$ cat src/rtl/int_pkg.sv
// Shared types and cause codes for the machine-mode interrupt controller.
// Latency: none (declarations only).
// Backpressure: not applicable.
package int_pkg;

    typedef enum logic [1:0] {
        IDLE     = 2'd0,
        FLUSH    = 2'd1,
        TAKE     = 2'd2,
        REDIRECT = 2'd3
    } int_state_t;

    localparam logic [4:0] CAUSE_MSI = 5'd3;
    localparam logic [4:0] CAUSE_MTI = 5'd7;
    localparam logic [4:0] CAUSE_MEI = 5'd11;

    localparam logic [1:0] MTVEC_VECTORED = 2'b01;

endpackage

$ cat src/rtl/irq_sync.sv
// Flop-chain synchroniser for a level-sensitive asynchronous interrupt line.
// Latency: SYNC_STAGES clock edges from d to q.
// Backpressure: none; q simply follows d.
module irq_sync #(
    parameter int SYNC_STAGES = 2
) (
    input  logic clk,
    input  logic reset,
    input  logic d,
    output logic q
);

    logic [SYNC_STAGES-1:0] sync_q;
    logic [SYNC_STAGES-1:0] sync_d;

    always_comb begin
        sync_d = {sync_q[SYNC_STAGES-2:0], d};
    end

    always_ff @(posedge clk) begin
        if (reset) begin
            sync_q <= '0;
        end else begin
            sync_q <= sync_d;
        end
    end

    assign q = sync_q[SYNC_STAGES-1];

endmodule

$ cat src/rtl/int_control.sv
// Machine-mode interrupt controller: syncs sources, arbitrates, drains pipe, strobes CSR trap entry, redirects fetch.
// Latency: hit -> irq_req +1 cycle; flush_ack -> int_action +1, pc_redirect +2.
// Backpressure: waits in FLUSH until the hazard unit acks; aborts if the cause or MIE drops first.
module int_control
    import int_pkg::*;
#(
    parameter int SYNC_STAGES = 2
) (
    input  logic        clk,
    input  logic        reset,
    input  logic        ext_irq_async,
    input  logic        tmr_irq,
    input  logic        sw_irq,
    input  logic [31:0] mip,
    input  logic [31:0] mie,
    input  logic        MIE,
    input  logic [31:0] mtvec,
    input  logic        ret_action,
    input  logic        flush_ack,
    output logic [31:0] mip_in,
    output logic        irq_req,
    output logic        int_action,
    output logic        hw_int,
    output logic [4:0]  int_code,
    output logic        pc_redirect,
    output logic [31:0] trap_pc
);

    int_state_t  state_q, state_d;
    logic [4:0]  cause_q, cause_d;
    logic [4:0]  int_code_q, int_code_d;

    logic        ext_sync;
    logic [31:0] pend;
    logic [4:0]  win_cause;
    logic        hit;
    logic [31:0] vec_base;
    logic [31:0] vec_off;

    irq_sync #(
        .SYNC_STAGES(SYNC_STAGES)
    ) u_ext_sync (
        .clk   (clk),
        .reset (reset),
        .d     (ext_irq_async),
        .q     (ext_sync)
    );

    assign mip_in = {20'b0, ext_sync, 3'b0, tmr_irq, 3'b0, sw_irq, 3'b0};
    assign hw_int = 1'b1;

    // Fixed priority MEI > MSI > MTI; every other mip/mie bit is ignored.
    always_comb begin
        pend      = mip & mie;
        win_cause = CAUSE_MTI;
        if (pend[CAUSE_MEI]) begin
            win_cause = CAUSE_MEI;
        end else if (pend[CAUSE_MSI]) begin
            win_cause = CAUSE_MSI;
        end
        hit = MIE & (pend[CAUSE_MEI] | pend[CAUSE_MTI] | pend[CAUSE_MSI]);
    end

    // Modes 2/3 fall back to direct; the add wraps at 32 bits.
    always_comb begin
        vec_base = {mtvec[31:2], 2'b00};
        vec_off  = '0;
        if (mtvec[1:0] == MTVEC_VECTORED) begin
            vec_off = {25'b0, cause_q, 2'b00};
        end
    end

    always_comb begin
        state_d     = state_q;
        cause_d     = cause_q;
        int_code_d  = int_code_q;
        irq_req     = 1'b0;
        int_action  = 1'b0;
        pc_redirect = 1'b0;
        trap_pc     = '0;
        unique case (state_q)
            IDLE: begin
                if (hit && !ret_action) begin
                    state_d = FLUSH;
                    cause_d = win_cause;
                end
            end
            FLUSH: begin
                irq_req = 1'b1;
                if (!pend[cause_q] || !MIE) begin
                    state_d = IDLE;
                end else if (flush_ack) begin
                    state_d    = TAKE;
                    int_code_d = cause_q;
                end
            end
            TAKE: begin
                irq_req    = 1'b1;
                int_action = 1'b1;
                state_d    = REDIRECT;
            end
            REDIRECT: begin
                irq_req     = 1'b1;
                pc_redirect = 1'b1;
                trap_pc     = vec_base + vec_off;
                state_d     = IDLE;
            end
            default: state_d = IDLE;
        endcase
    end

    always_ff @(posedge clk) begin
        if (reset) begin
            state_q    <= IDLE;
            cause_q    <= '0;
            int_code_q <= '0;
        end else begin
            state_q    <= state_d;
            cause_q    <= cause_d;
            int_code_q <= int_code_d;
        end
    end

    assign int_code = int_code_q;

endmodule

$ cat config.mk
export PLATFORM = sky130hd
export DESIGN_NAME = int_control
export DESIGN_NICKNAME = d
export VERILOG_FILES = /design/src/rtl/int_pkg.sv /design/src/rtl/irq_sync.sv /design/src/rtl/int_control.sv
export SDC_FILE = /design/constraint.sdc
export NUM_CORES = 1
export LEC_CHECK = 0
export ABC_AREA = 1
export BUFFER_PORTS_ARGS = -buffer_cell sky130_fd_sc_hd__buf_2
export CAP_MARGIN = 20
export CELL_PAD_IN_SITES_DETAIL_PLACEMENT = 1
export CELL_PAD_IN_SITES_GLOBAL_PLACEMENT = 1
export CORE_MARGIN = 5
export CORE_UTILIZATION = 24
export DETAILED_ROUTE_END_ITERATION = 16
export GPL_TIMING_DRIVEN = 1
export PLACE_DENSITY = 0.88
export SLEW_MARGIN = 10
export SYNTH_ARGS = -nofsm -noshare
export SYNTH_HDL_FRONTEND = slang
export SYNTH_SLANG_ARGS = --single-unit
$ cat constraint.sdc
create_clock -name clk -period 2.8 [get_ports clk]
set_input_delay 0.28 -clock clk [delete_from_list [all_inputs] [get_ports clk]]
set_output_delay 0.28 -clock clk [all_outputs]
set_load 0.01 [all_outputs]
==> results.sh <==
export IMPL_period_needed_ns=2.64
export IMPL_grt_use_total=0.139
export IMPL_ctsHoldBuffers=0
export IMPL_syn_inst=352
export IMPL_layout_cells_non_filler=550
export IMPL_synth_top_cell_area_share=0.134
export IMPL_worstSkewPairLatency_ns=0.24
export IMPL_root_buffer="clkbuf_8"
export IMPL_leakagePower_nw=1.47
export IMPL_syn2layout_area_growth_pct=25.0
export IMPL_ys_warn_count=0
export IMPL_antenna_found_initial=0
export IMPL_cp_end_kind="output port"
export IMPL_ys_ff_latch=10
export IMPL_cts_inserted_buffers=3
export IMPL_numPortBuffers=91
export IMPL_drive_gt1_frac=0.344
export IMPL_ios=177
export IMPL_layout_nets=552
export IMPL_clockBufferDepth=2
export IMPL_vias_per_cell=4.47
export IMPL_drv_cap=0
export IMPL_clkTransAtPathRegs_ns=0.05
export IMPL_fin_crit_sh=0.942
export IMPL_hold_ws_ns=0.242
export IMPL_die_h_um=103
export IMPL_cp_start_kind="flop"
export IMPL_cts_sinks=10
export IMPL_path_class="reg2out"
export IMPL_fill_cells=1189
export IMPL_ys_types=38
export IMPL_netlist_area_um2=2070
export IMPL_placedCellCount=544
export IMPL_wl_per_cell_um=13.5
export IMPL_htreeDepth=1
export IMPL_min_path_type="in2reg"
export IMPL_start_util=0.242
export IMPL_critPathRequiredTime_ns=2.52
export IMPL_core_um2=8550
export IMPL_drv_slew=0
export IMPL_gr_total_overflow=0
export IMPL_diodes=0
export IMPL_power_density_nw_per_um2=204
export IMPL_synth_area_leaders="buf_4 (13%), nand2_1 (13%), dfxtp_1 (9.7%)"
export IMPL_synth_ff_type="dfxtp_1"
export IMPL_cp_arrival_ns=2.36
export IMPL_grt_pass1_wl_um=11900
export IMPL_firstDrtPassIters=4
export IMPL_irDropWorstVdd_mv=0.179
export IMPL_wl_um=7430
export IMPL_max_freq_mhz=379
export IMPL_synth_most_common_cell="nand2_1"
export IMPL_detail_route_antenna_nets=0
export IMPL_status="complete, no violations"
export IMPL_cts_tree="built"
export IMPL_drc_errors=0
export IMPL_ys_top_cells_by_count="nand2_1 (74), nor2_1 (49), inv_1 (40)"
export IMPL_yosysSeqAreaShare=0.0966
export IMPL_syn_area_per_cell_um2=5.89
export IMPL_crit_fanout=5
export IMPL_die_w_um=103
export IMPL_first_iter_violations=35
export IMPL_num_rows=34
export IMPL_vias=2460
export IMPL_hold_violations=0
export IMPL_grt_pass1_vias=2632
export IMPL_gp_congestion=0.850
export IMPL_fin_skew_ns=0.00161
export IMPL_synth_async_reset_ratio=0
export IMPL_synth_largest_area_cell="buf_4"
export IMPL_dp_hpwl_um=6610
export IMPL_grt_max_degree=22
export IMPL_die_area_um2=10600
export IMPL_setup_viol=0
export IMPL_synth_edf_count=0
## through the flow
stage	TNS, ns	instance area (µm²)	power (mW)	setup WS [ns]	util
floorplan	0	2190	0.300	0.635	-
global route	-0.0176	2590	0.568	-0.0176	0.303
detailed placement	0	2510	0.344	0.311	0.293
global placement	0	2510	0.337	0.360	0.293
finish	0	2590	0.530	0.163	0.303
CTS	0	2560	0.531	0.0577	0.300
## metal layers
metal | global-route usage | share of wire | up-vias
li1 | - | - | 1243
met1 | 0.161 | 0.40 | 1123
met2 | 0.262 | 0.50 | 87
met3 | 0.0325 | 0.091 | 7
met4 | 0.0219 | 0.0097 | 0
met5 | 0 | 0 | -
## state kept, by name, indices dropped and copies added (netlist names), named ones only
register and flops:
cause_q 3, u_ext_sync.sync_q 2, state_q 1, int_code 3
## kinds of logic after synthesis
| family | after synthesis | synth area share |
|---|---|---|
| AOI/OAI and AO/OA | 34 | 0.105 |
| xor gates and xnor gates | 4 | 0.0169 |
| adders and majority gates | 5 | 0.0338 |
| buffers and inverters | 86 | 0.223 |
| DFF | 10 | 0.0966 |
| other | 2 | 0.00362 |
| and+or+nand+nor | 211 | 0.521 |
## where the power goes
part / internal [mW] / total, mW / switching, mW
clock network: 0.124 / 0.183 / 0.0594
logic: 0.0631 / 0.194 / 0.131
registers: 0.148 / 0.153 / 0.00456
## placed cells by master, fill, tap and decap left out, types with 7 or more instances in the layout
| master | n |
|---|---|
| a21oi_1 | 11 |
| buf_2 | 91 |
| conb_1 | 33 |
| dfxtp_1 | 10 |
| inv_1 | 39 |
| nand2_1 | 74 |
| nand2_2 | 9 |
| nand3_1 | 35 |
| nand4_1 | 10 |
| nor2_1 | 48 |
| nor2_2 | 9 |
| o21ai_0 | 7 |
## layout make-up
class                   count  area (µm²)  area share
clock buffers               4        55.1      0.0212
flip-flops and latches     10         200      0.0772
inverters                  46         173      0.0666
well taps                 108         135      0.0521
repair buffers             95         485       0.187
multi-input cells         287        1540       0.596
## worst max-delay path, stage by stage, from the launching register on
cell     delay [ns]
dfxtp_1        0.38
inv_2          0.09
nor2_2         0.13
ha_2           0.21
fa_2           0.22
nand3_2        0.14
nand2_4        0.12
nand2_4        0.10
nor3_4         0.31
nand3_1        0.11
nand2_1        0.11
nor2_1         0.04
buf_2          0.14
## worst paths after layout
kind | cells after the start | end | start | slack (ns)
worst min register to register | 2 | u_ext_sync.sync_q[1]$_SDFF_PP0_ | u_ext_sync.sync_q[0]$_SDFF_PP0_ | 0.41
worst min-delay path | 3 | u_ext_sync.sync_q[0]$_SDFF_PP0_ | ext_irq_async | 0.24
worst max-delay path | 12 | trap_pc[18] | cause_q[1]$_SDFFE_PP0P_ | 0.16
worst max register to register | 9 | int_code[1]$_SDFFE_PP0P_ | cause_q[2]$_SDFFE_PP0P_ | 1.37
## what timing repair did
| item | 4_1_cts | 5_1_grt |
|---|---|---|
| gates resized for setup | 0 | 6 |
| hold endpoints to repair | 0 | 0 |
| setup endpoints to repair | 0 | 8 |
| setup buffers | 0 | 2 |
Power figures use the tool's default switching activity.
